--- config.mk ---
export PLATFORM = sky130hd
export DESIGN_NAME = flop_stim_gen
export DESIGN_NICKNAME = d
export VERILOG_FILES = /design/src/rtl/flop_stim_gen_pkg.sv /design/src/rtl/flop_stim_lfsr.sv /design/src/rtl/flop_stim_gen.sv
export SDC_FILE = /design/constraint.sdc
export NUM_CORES = 1
export LEC_CHECK = 0
export BUFFER_PORTS_ARGS = -buffer_cell sky130_fd_sc_hd__buf_2
export CORE_ASPECT_RATIO = 0.8
export CORE_MARGIN = 2
export CORE_UTILIZATION = 56
export DETAILED_ROUTE_END_ITERATION = 10
export PLACE_DENSITY = 0.79
export SETUP_SLACK_MARGIN = 0.3
export SLEW_MARGIN = 20
export SYNTH_ARGS = -nofsm -noshare
export SYNTH_HDL_FRONTEND = slang
export SYNTH_SLANG_ARGS = --single-unit
--- constraint.sdc ---
create_clock -name clk -period 2.2 [get_ports clk]
set_clock_uncertainty 0.2 [all_clocks]
set_input_delay 0 -clock clk [delete_from_list [all_inputs] [get_ports clk]]
set_output_delay 0 -clock clk [all_outputs]
set_load 0.005 [all_outputs]
--- src/rtl/flop_stim_gen_pkg.sv ---
// Shared types and constants for the flop stimulus generator: FSM states,
// LFSR tap mask, default seed and the LFSR step/seed helpers.
package flop_stim_gen_pkg;

   typedef enum logic [2:0] {
      S_IDLE,
      S_WAIT0,
      S_RST_A,
      S_REL_A,
      S_RST_B,
      S_REL_B,
      S_DATA,
      S_DONE
   } state_t;

   localparam logic [15:0] LFSR_TAPS         = 16'hB400;
   localparam logic [15:0] LFSR_DEFAULT_SEED = 16'hACE1;

   // Right-shifting Galois step: the bit shifted out folds back through the taps.
   function automatic logic [15:0] lfsr_step(input logic [15:0] s);
      return s[0] ? ((s >> 1) ^ LFSR_TAPS) : (s >> 1);
   endfunction

   // An all-zero seed would lock the LFSR, so it is swapped for the default.
   function automatic logic [15:0] seed_fix(input logic [15:0] s);
      return (s == 16'h0000) ? LFSR_DEFAULT_SEED : s;
   endfunction

endpackage

--- src/rtl/flop_stim_lfsr.sv ---
// 16-bit Galois LFSR with seed load and single-step advance enable.
module flop_stim_lfsr
   import flop_stim_gen_pkg::*;
(
   input  logic        clk,
   input  logic        reset,
   input  logic        load,
   input  logic [15:0] seed,
   input  logic        advance,
   output logic [15:0] state
);

   // NOTE: sequential state uses non-blocking assignments so every flop samples pre-edge values.
   always_ff @(posedge clk) begin
      if (reset) begin
         state <= LFSR_DEFAULT_SEED;
      end else if (load) begin
         state <= seed_fix(seed);
      end else if (advance) begin
         state <= lfsr_step(state);
      end
   end

endmodule

--- src/rtl/flop_stim_gen.sv ---
// Drives a randomized reset/data sequence into a flop under test and checks
// its q/qb outputs against an internal one-flop model.
module flop_stim_gen
   import flop_stim_gen_pkg::*;
#(
   parameter int DELAY_W    = 6,
   parameter int DATA_ITERS = 5
) (
   input  logic        clk,
   input  logic        reset,
   input  logic        start,
   input  logic [15:0] seed,
   output logic        dut_reset,
   output logic        dut_d,
   input  logic        dut_q,
   input  logic        dut_qb,
   output logic        busy,
   output logic        done,
   output logic        error,
   output logic [7:0]  err_count
);

   localparam int IDX_W = (DATA_ITERS > 1) ? $clog2(DATA_ITERS) : 1;
   localparam logic [IDX_W-1:0] LAST_IDX = IDX_W'(DATA_ITERS - 1);

   state_t             state;
   logic [DELAY_W-1:0] counter;
   logic [IDX_W-1:0]   data_idx;
   logic [IDX_W-1:0]   idx_inc;
   logic [15:0]        lfsr_state;
   logic               accept;
   logic               expired;
   logic               lfsr_adv;
   logic               chk_valid;
   logic               exp_q;
   logic               mismatch;

   assign accept   = (state == S_IDLE) && start;
   assign expired  = (counter == '0);
   assign idx_inc  = data_idx + 1'b1;
   // Every timed-state entry after WAIT0 consumes one LFSR step; entering DONE does not.
   assign lfsr_adv = expired &&
                     ((state inside {S_WAIT0, S_RST_A, S_REL_A, S_RST_B, S_REL_B}) ||
                      (state == S_DATA && data_idx != LAST_IDX));

   flop_stim_lfsr u_lfsr (
      .clk     (clk),
      .reset   (reset),
      .load    (accept),
      .seed    (seed),
      .advance (lfsr_adv),
      .state   (lfsr_state)
   );

   // NOTE: reset is synchronous and sampled only at the rising edge, so it sits inside the clocked block.
   always_ff @(posedge clk) begin
      if (reset) begin
         state     <= S_IDLE;
         counter   <= '0;
         data_idx  <= '0;
         dut_reset <= 1'b0;
         dut_d     <= 1'b0;
         busy      <= 1'b0;
         done      <= 1'b0;
         chk_valid <= 1'b0;
      end else begin
         done <= 1'b0;
         if (!expired) counter <= counter - 1'b1;
         case (state)
            S_IDLE: begin
               if (start) begin
                  state    <= S_WAIT0;
                  counter  <= DELAY_W'(seed_fix(seed));
                  data_idx <= '0;
                  busy     <= 1'b1;
               end
            end
            S_WAIT0: begin
               if (expired) begin
                  state     <= S_RST_A;
                  counter   <= DELAY_W'(lfsr_step(lfsr_state));
                  dut_reset <= 1'b1;
               end
            end
            S_RST_A: begin
               // The first RST_A cycle still shows pre-reset q, so checking starts one cycle later.
               chk_valid <= 1'b1;
               if (expired) begin
                  state     <= S_REL_A;
                  counter   <= DELAY_W'(lfsr_step(lfsr_state));
                  dut_reset <= 1'b0;
                  dut_d     <= 1'b1;
               end
            end
            S_REL_A: begin
               if (expired) begin
                  state     <= S_RST_B;
                  counter   <= DELAY_W'(lfsr_step(lfsr_state));
                  dut_reset <= 1'b1;
               end
            end
            S_RST_B: begin
               if (expired) begin
                  state     <= S_REL_B;
                  counter   <= DELAY_W'(lfsr_step(lfsr_state));
                  dut_reset <= 1'b0;
               end
            end
            S_REL_B: begin
               if (expired) begin
                  state    <= S_DATA;
                  counter  <= DELAY_W'(lfsr_step(lfsr_state));
                  data_idx <= '0;
                  dut_d    <= 1'b0;
               end
            end
            S_DATA: begin
               if (expired) begin
                  if (data_idx == LAST_IDX) begin
                     state <= S_DONE;
                     busy  <= 1'b0;
                     done  <= 1'b1;
                  end else begin
                     counter  <= DELAY_W'(lfsr_step(lfsr_state));
                     data_idx <= idx_inc;
                     dut_d    <= idx_inc[0];
                  end
               end
            end
            S_DONE: begin
               state     <= S_IDLE;
               chk_valid <= 1'b0;
               dut_d     <= 1'b0;
            end
            default: state <= S_IDLE;
         endcase
      end
   end

   // A bad q and a bad qb in the same cycle still count as a single mismatch.
   assign mismatch = chk_valid && ((dut_q != exp_q) || (dut_qb == dut_q));

   always_ff @(posedge clk) begin
      if (reset) begin
         exp_q     <= 1'b0;
         error     <= 1'b0;
         err_count <= 8'd0;
      end else begin
         exp_q <= dut_reset ? 1'b0 : dut_d;
         if (accept) begin
            error     <= 1'b0;
            err_count <= 8'd0;
         end else if (mismatch) begin
            error <= 1'b1;
            if (err_count != 8'hFF) err_count <= err_count + 1'b1;
         end
      end
   end

endmodule

==> reports/summary.txt, run 1 <==
Routed WL per cell = 16.03 um
effective utilization at floorplan = 0.5906
Tcrit/Tclk final = 0.8462
Lkg Pwr = 1.132 nW
Layout Utilization = 0.7724
Bufs on Longest Clock Path = 2
CP cell instances = inv_2 -> ha_4 -> nor2b_4 -> nand2_4 -> o21a_4 -> or2_1 -> a21oi_2
most common cell after layout, fill and taps aside = dfxtp_1
CP Launch Type = register
DR vias = 2,313
Global Route Usage Sum = 0.2811
slowest stage delay, CP = 350 ps
die area = 4593 um2
area share of the largest cell type after synthesis = 0.3782
number of global-route vias before repair = 2,093
GRT overflow = 0
Tmin final = 1862 ps
Core Area = 3854 um2
CTS Buf Count = 5
Antenna Nets Post-Route = 0
setup TNS = 0 ps
simple-gate portion of the synthesized area = 0.2364
CP arrival = 1890 ps
cell taking the most area after synthesis = dfxtp_1
Synth Register Bits = 43
syn_nets = 298
Worst VDD drop = 743.6 uV
Layout area overhead = 30.79%
status = finished, final reports clean
worst-margin pin slew = 606.4 ps
power per cell area = 1184 nW/um2
clock slew seen by the registers of the worst setup and hold paths = 80 ps
std cell rows = 20
H-tree Lvls = 2
unrepaired setup endpoints after global routing = yes
Synth Instances = 272
Setup CP Type = register to register
Synth cell types = 54
DRC errors left = 0
main area contributors after synthesis = dfxtp_1, a21oi_1, nand2_1
post-synthesis xor/xnor area fraction = 0.05772
antenna violations before repair = 0
most frequent cells in the layout = dfxtp_1, buf_2, a21oi_1, nand2_1, nor2_1
max_slew headroom = 0.5957
Diodes inserted = 0
final count of pins violating max slew = 0
syn_area_per_cell = 8.367 um2
largest net degree at the start of global routing = 29
mux contribution to synthesized area = 0.01319
first-pass GRT wire length = 9860 um
Max Fanout on Critical Path = 8
post-synthesis compound-gate area fraction = 0.2430
Hold Path Stages = 3
placed insts = 353
Synth Warn # = 0
Post-synth EDFFs = 0
path depth of the worst reg2reg path = 7
gpl congestion = 0.8999
Hold Crit Class = input port to register
Hold WS = 38.30 ps
Tot Pwr = 3.525 mW
CP max stage cell = dfxtp_2
largest family of logic cells by synthesized area = compound AO/OA/AOI/OAI gates
number of buffers and inverters on the critical path = 1
DP HPWL = 3636 um
family with the most delay on the worst path = simple AND/OR/NAND/NOR gates
clock sink count = 43
crit path capture type = register
DR iter-0 viols = 210
Post-Syn Area = 2276 um2
Top FF cell, synth = dfxtp_1
PortBufs = 33
CTS tree = built
first-pass iteration count of the detailed router = 5
Max Cap Viol = 0
Fin. Hold Viols = 0
die height = 61.02 um
f_max = 0.5372 GHz
Finished Layout Cells = 392
final wirelength = 6285 um
register area share after synthesis = 0.3782
vias per cell = 5.901
post-synthesis adder-cell area fraction = 0.02749
CTS Root Cell = clkbuf_8
Post-synth ARST share = 0
fillers = 267
Worst path depth = 7
share of layout cells above drive strength 1 = 0.2789
Crit path required time = 2220 ps
setup violators final = 0
Worst-Skew Late Latency = 290 ps
die width = 75.28 um
I/O Pins = 34
Final #Nets = 363
## synthesized netlist by cell type, types with 4 or more instances
cell type and n:
nor4_1 8, nand3_1 10, ha_1 5, xor2_1 5, a21oi_1 31, nor2_1 25, dfxtp_1 43, buf_2 5
o21ai_1 10, nand2_1 28, nor3_1 7, o21ai_0 8, o22ai_1 8, buf_4 4, inv_1 7, xnor2_1 10
## cell type report
| cell class | instances | area [um2] | area share |
|---|---|---|---|
| inverter | 7 | 28.78 | 0.009668 |
| multi-input combinational | 211 | 1424 | 0.4784 |
| clock inverter | 1 | 30.03 | 0.01009 |
| clock buffer | 6 | 72.57 | 0.02438 |
| sequential | 43 | 868.3 | 0.2917 |
| tap | 55 | 68.82 | 0.02312 |
| timing repair buffer | 69 | 484.2 | 0.1627 |
## worst register-to-register path, cell delays in order (launching register included)
cell and delay [ps]:
dfxtp_2 350, inv_2 90, ha_4 140, nor2b_4 240, nand2_4 140, o21a_4 300
or2_1 230, a21oi_2 110
## state kept, by name (all words and copies together), names as in the netlist, 3 cells and up
signal	flops
data_idx	3
counter	6
u_lfsr.state	16
err_count	8
state	3
## per-stage QoR
step	instance area (um2)	setup WS, ps
final	2977	338.4
after floorplan	2276	308.1
after global placement	2489	241.0
after CTS	2860	313.7
after global routing	2977	247.3
after detailed placement	2489	151.5
## final timing paths
kind | from | to | slack [ps]
worst max-delay path | counter[1]$_SDFF_PP0_ | u_lfsr.state[3]$_SDFFE_PP0P_ | 340
worst min-delay path | dut_qb | error$_SDFFE_PP0P_ | 40
worst max register to register | counter[1]$_SDFF_PP0_ | u_lfsr.state[3]$_SDFFE_PP0P_ | 340
worst min register to register | error$_SDFFE_PP0P_ | error$_SDFFE_PP0P_ | 250
## power breakdown
part / switching, mW / leakage (nW) / internal (mW)
Clock: 0.258 / 0.0513 / 0.333
Combinational: 0.972 / 0.727 / 0.784
Sequential: 0.198 / 0.354 / 0.981
## repair_timing
action | 4_1_cts | 5_1_grt
hold buffers | 18 | 0
endpoints found under the hold margin | 25 | 0
pin swaps | 3 | 6
gates cloned | 3 | 0
resized for setup | 9 | 20
setup buffers | 6 | 5
endpoints found under the setup margin | 28 | 23
## cells by family after synthesis
kind of cell    after synthesis
compound gates               82
xor+xnor                     15
fa+ha+maj                     5
buf+inv                      21
flops                        43
mux                           3
simple gates                103
## metal layers
layer,GRT usage,wire length [um],vias to the layer above
li1,-,-,1113
met1,0.4061,2862,1060
met2,0.4323,2841,117
met3,0.06547,432,23
met4,0.06516,148,0
met5,0,0,-
No activity file was read; power rests on OpenSTA's default activity.
==> run 2, diff against run 1 <==
==> constraint.sdc (replaced) <==
create_clock -name clk -period 2 [get_ports clk]
set_clock_uncertainty 0.2 [all_clocks]
set_input_delay 0 -clock clk [delete_from_list [all_inputs] [get_ports clk]]
set_output_delay 0 -clock clk [all_outputs]
set_load 0.005 [all_outputs]
==> reports/summary.txt, run 2 (synthesis results as in run 1) <==
die area = 4593 um2
setup ws final = 136.9 ps
first-pass GRT wire length = 10,540 um
CTS tree = built
RR Endpoint = u_lfsr.state[0]$_SDFFE_PP1P_
Worst-Skew Late Latency = 320 ps
CTS Root Cell = clkbuf_8
Hold Path End = error$_SDFFE_PP0P_
Lkg Pwr = 1.237 nW
f_max = 0.5367 GHz
clock slew seen by the registers of the worst setup and hold paths = 90 ps
sequential share of power = 0.293
Tot Pwr = 4.513 mW
I/O Pins = 34
number of global-route vias before repair = 2,204
Final #Nets = 376
Setup CP Type = register to register
CTS Buf Count = 5
post-route cell area = 3236 um2
Psw = 1.942 mW
GRT overflow = 0
most frequent cells in the layout = dfxtp_1, buf_2, nand2_1, nor2_1, buf_4
die height = 61.02 um
Tmin final = 1863 ps
std cell rows = 20
share of layout cells above drive strength 1 = 0.3571
Int Pwr = 2.570 mW
Antenna Nets Post-Route = 0
power per cell area = 1395 nW/um2
effective utilization at floorplan = 0.5906
CP Launch Type = register
crit path capture type = register
Biggest register = u_lfsr.state
Routed WL per cell = 19.03 um
Clk pwr share = 0.151
antenna violations before repair = 0
Hold Path Stages = 3
Worst VDD drop = 994.1 uV
Crit path required time = 2000 ps
Placed Instance Area = 2539 um2
DP HPWL = 3644 um
worst-margin pin slew = 492.4 ps
max FFs per register = 16
largest net degree at the start of global routing = 28
Core Area = 3854 um2
DRC errors left = 0
Largest regs = u_lfsr.state: 16 flops, err_count: 8 flops, counter: 6 flops
CP arrival = 1860 ps
status = finished, final reports clean
final wirelength = 7709 um
final count of pins violating max slew = 0
Bufs on Longest Clock Path = 2
Layout area overhead = 42.17%
Hold Crit Class = input port to register
gpl congestion = 0.8694
Diodes inserted = 0
clock sink count = 43
R2R Path Start = counter[0]$_SDFF_PP0_
max_slew headroom = 0.6687
DR iter-0 viols = 507
hold path start = dut_q
Hold WS = 35.11 ps
setup violators final = 0
part of the power in combinational logic = 0.556
path depth of the worst reg2reg path = 8
most common cell after layout, fill and taps aside = dfxtp_1
unrepaired setup endpoints after global routing = yes
DR vias = 2,590
worst slack at placement = 126.0 ps
die width = 75.28 um
R2R setup slack = 140 ps
H-tree Lvls = 2
Max Cap Viol = 0
Fin. Hold Viols = 0
first-pass iteration count of the detailed router = 5
PortBufs = 33
Layout Utilization = 0.8396
switch share = 0.4304
setup TNS = 0 ps
Max Fanout on Critical Path = 6
placed insts = 355
vias per cell = 6.395
Tcrit/Tclk final = 0.9316
Global Route Usage Sum = 0.3113
Finished Layout Cells = 405
run 2: cell types whose count changed in the layout (fill, tap and decap cells not counted), sizes merged:
cell / previous run / this run
dlygate4sd3: 18 / 19
and2: 3 / 4
buf: 51 / 62
o21a: 3 / 4
nor2: 27 / 26
run 2: how the worst max path moves through the flow:
| stage | start | slack [ps] | to | cells past startpoint |
|---|---|---|---|---|
| floorplan | counter[0]$_SDFF_PP0_ | 300 | u_lfsr.state[6]$_SDFFE_PP1P_ | 8 |
| global placement | state[1]$_SDFFE_PP0P_ | 150 | u_lfsr.state[10]$_SDFFE_PP1P_ | 5 |
| detailed placement | counter[0]$_SDFF_PP0_ | 130 | u_lfsr.state[9]$_SDFFE_PP0P_ | 7 |
| CTS | counter[0]$_SDFF_PP0_ | 280 | counter[1]$_SDFF_PP0_ | 7 |
| global route | counter[1]$_SDFF_PP0_ | 90 | u_lfsr.state[0]$_SDFFE_PP1P_ | 8 |
| finish | counter[0]$_SDFF_PP0_ | 140 | u_lfsr.state[0]$_SDFFE_PP1P_ | 8 |
run 2: per-layer routing:
layer	vias to the layer above	routed length, um	share of wire	track usage
li1	1148	-	-	-
met1	1177	2911	0.38	0.4000
met2	193	3450	0.45	0.4837
met3	72	829	0.11	0.08674
met4	0	518	0.067	0.1629
met5	-	0	0	0
run 2: final cells by class:
type                    count  area [um2]
clock inverters             1       30.03
flip-flops and latches     43       872.1
multi-input cells         212        1550
repair buffers             81       613.1
clock buffers               6       72.57
well taps                  55       68.82
inverters                   7       28.78
fillers                   216       618.1
run 2: power by group through the flow:
stage | Combinational [mW] | Sequential [mW] | Clock, mW
global route | 2.63 | 1.34 | 0.715
CTS | 1.99 | 1.28 | 0.675
global placement | 1.50 | 1.28 | 0
finish | 2.51 | 1.32 | 0.682
detailed placement | 1.53 | 1.28 | 0
floorplan | 1.27 | 1.25 | 0
run 2: worst max-delay path, stage by stage, from the launching register on:
cell      delay [ps]
dfxtp_4          370
inv_4             60
ha_4             120
nor2b_4          250
nand2_4          130
nor2_4           120
buf_6            140
mux2i_1          240
o211ai_1         110
run 2: repair_timing:
action / CTS / global route
buffers inserted: 15 / 5
hold buffers: 19 / 0
gates cloned: 3 / 1
pin swaps: 15 / 12
hold endpoints to repair: 39 / 0
gates resized for setup: 26 / 25
endpoints found under the setup margin: 31 / 38
==> run 3, diff against run 2 <==
--- a/config.mk
+++ b/config.mk
@@ -8,11 +8,12 @@
 export BUFFER_PORTS_ARGS = -buffer_cell sky130_fd_sc_hd__buf_2
 export CORE_ASPECT_RATIO = 0.8
 export CORE_MARGIN = 2
-export CORE_UTILIZATION = 56
+export CORE_UTILIZATION = 57
 export DETAILED_ROUTE_END_ITERATION = 10
 export PLACE_DENSITY = 0.79
 export SETUP_SLACK_MARGIN = 0.3
 export SLEW_MARGIN = 20
 export SYNTH_ARGS = -nofsm -noshare
 export SYNTH_HDL_FRONTEND = slang
+export SYNTH_HIERARCHICAL = 1
 export SYNTH_SLANG_ARGS = --single-unit
==> reports/summary.txt, run 3 <==
status = complete, but fails checks
failing checks = negative setup slack
Synth Warn # = 6
GRT overflow = 0
Tcrit/Tclk final = 1.136
Post-synth EDFFs = 0
max FFs per register = 16
crit path capture type = register
clock slew seen by the registers of the worst setup and hold paths = 90 ps
Crit path required time = 1970 ps
die height = 63.03 um
met1 Track Usage GR = 0.4829
CP Launch Type = register
largest net degree at the start of global routing = 23
main area contributors after synthesis = dfxtp_1, a21oi_1, nor2_1
worst-margin pin slew = 611.8 ps
placed insts = 384
H-tree Lvls = 2
most frequent cells in the layout = buf_4, buf_2, dfxtp_1, nor2_1, dlygate4sd3_1
CP max stage cell = dfxtp_2
antenna violations before repair = 0
syn_area_per_cell = 8.560 um2
register area share after synthesis = 0.3468
clock sink count = 43
DR iter-0 viols = 596
DR vias = 3,229
Worst VDD drop = 1246 uV
DRC errors left = 0
unrepaired setup endpoints after global routing = yes
Tmin final = 2273 ps
effective utilization at floorplan = 0.5942
I/O Pins = 34
Synth Register Bits = 43
Max Fanout on Critical Path = 5
Bufs on Longest Clock Path = 2
CP arrival = 2250 ps
slowest stage delay, CP = 340 ps
Synth Instances = 290
top-count cell post-synth = dfxtp_1
power per cell area = 1345 nW/um2
number of global-route vias before repair = 2,669
setup TNS = -1425 ps
Antenna Nets Post-Route = 0
Post-synth ARST share = 0
Worst-Skew Late Latency = 320 ps
setup ws final = -272.8 ps
f_max = 0.4400 GHz
Commonest cells post-synth = dfxtp_1, nor2_1, a21oi_1, nand2_1, mux2i_1
final wirelength = 12,520 um
CP cell instances = inv_2 -> ha_4 -> nor2b_4 -> nand2_4 -> nor2_4 -> buf_12 -> mux2_4 -> mux2i_1 -> nor2_1
vias per cell = 7.289
worst slack at placement = -26.22 ps
Lkg Pwr = 1.521 nW
Largest regs = u_lfsr/state: 16 flops, err_count: 8 flops, counter: 6 flops
first-pass GRT wire length = 14,150 um
setup violators final = 16
Max Cap Viol = 0
share of layout cells above drive strength 1 = 0.5052
Post-Syn Area = 2482 um2
Layout area overhead = 55.54%
area share of the largest cell type after synthesis = 0.3468
Synth cell types = 55
Routed WL per cell = 28.26 um
Top FF cell, synth = dfxtp_1
PortBufs = 33
CTS Buf Count = 5
DP HPWL = 4487 um
Setup CP Type = register to register
CTS tree = built
met2 usage = 0.5884
Layout Utilization = 0.9242
R2R setup slack = -270 ps
Biggest register = u_lfsr/state
Core Area = 4178 um2
Global Route Usage Sum = 0.3754
Diodes inserted = 0
final count of pins violating max slew = 0
met3 usage = 0.08092
most used routing layer = met2
max_slew headroom = 0.5922
std cell rows = 21
gpl congestion = 0.8499
Final #Nets = 411
Fin. Hold Viols = 0
die width = 77.78 um
die area = 4902 um2
most common cell after layout, fill and taps aside = buf_4
CTS Root Cell = clkbuf_8
Finished Layout Cells = 443
first-pass iteration count of the detailed router = 6
syn_nets = 316
Hold Crit Class = input port to register
cell taking the most area after synthesis = dfxtp_1
==> run 3: worst paths after layout <==
check,from,endpoint,cells after the start
max,counter[1]$_SDFF_PP0_,u_lfsr/state[4]$_SDFFE_PP0P_,9
min,start,busy$_SDFFE_PP0P_,3
max reg2reg,counter[1]$_SDFF_PP0_,u_lfsr/state[4]$_SDFFE_PP0P_,9
min reg2reg,busy$_SDFFE_PP0P_,busy$_SDFFE_PP0P_,2
==> run 3: layout make-up <==
| class | count | area [um2] |
|---|---|---|
| sequential | 43 | 883.3 |
| timing repair buffer | 104 | 845.8 |
| fill | 113 | 316.6 |
| tap | 57 | 71.32 |
| multi-input combinational | 221 | 1929 |
| clock buffer | 6 | 72.57 |
| clock inverter | 2 | 12.51 |
| inverter | 10 | 46.29 |
==> run 3: timing repair <==
item | CTS | global route
setup buffers | 16 | 11
endpoints found under the setup margin | 38 | 41
gates resized for setup | 29 | 67
pin swaps | 13 | 36
hold buffers | 21 | 0
endpoints found under the hold margin | 25 | 0
gates cloned | 1 | 2
==> run 3: per-layer routing <==
layer | vias to the layer above | routed length [um] | part of all wire
met4 | 0 | 977 | 0.078
met3 | 131 | 1872 | 0.15
li1 | 1248 | - | -
met1 | 1472 | 4413 | 0.35
met2 | 378 | 5255 | 0.42
met5 | - | 0 | 0
==> run 3: worst max-delay path: cells and delay by family, from the launching register on <==
family        cells  cell delay (ps)
flops             1              340
simple gates      4              630
fa+ha+maj         1              160
mux               2              530
buf+inv           2              240
==> run 3: logic make-up (layout without fill, tap and decap cells) <==
group / after synthesis / in the layout / share of synthesized area
xor+xnor: 14 / 14 / 0.04940
fa+ha+maj: 5 / 5 / 0.02520
flops: 43 / 43 / 0.3468
mux: 19 / 19 / 0.08014
buf+inv: 27 / 122 / 0.05595
simple gates: 109 / 110 / 0.2450
compound gates: 73 / 73 / 0.1976
==> run 3: per-stage QoR <==
stage	hold slack, ps	total power, mW	instance area, um2
floorplan	-59.55	2.727	2665
global placement	87.58	3.068	2932
detailed placement	114.5	3.131	2932
CTS	-28.61	4.065	3488
global route	43.06	5.242	3861
finish	43.91	5.192	3861
==> run 3: power breakdown <==
| group | switching (mW) | internal, mW | leakage, nW | total [mW] |
|---|---|---|---|---|
| Clock | 0.361 | 0.245 | 0.0412 | 0.606 |
| Combinational | 1.76 | 1.50 | 1.12 | 3.26 |
| Sequential | 0.267 | 1.06 | 0.359 | 1.33 |
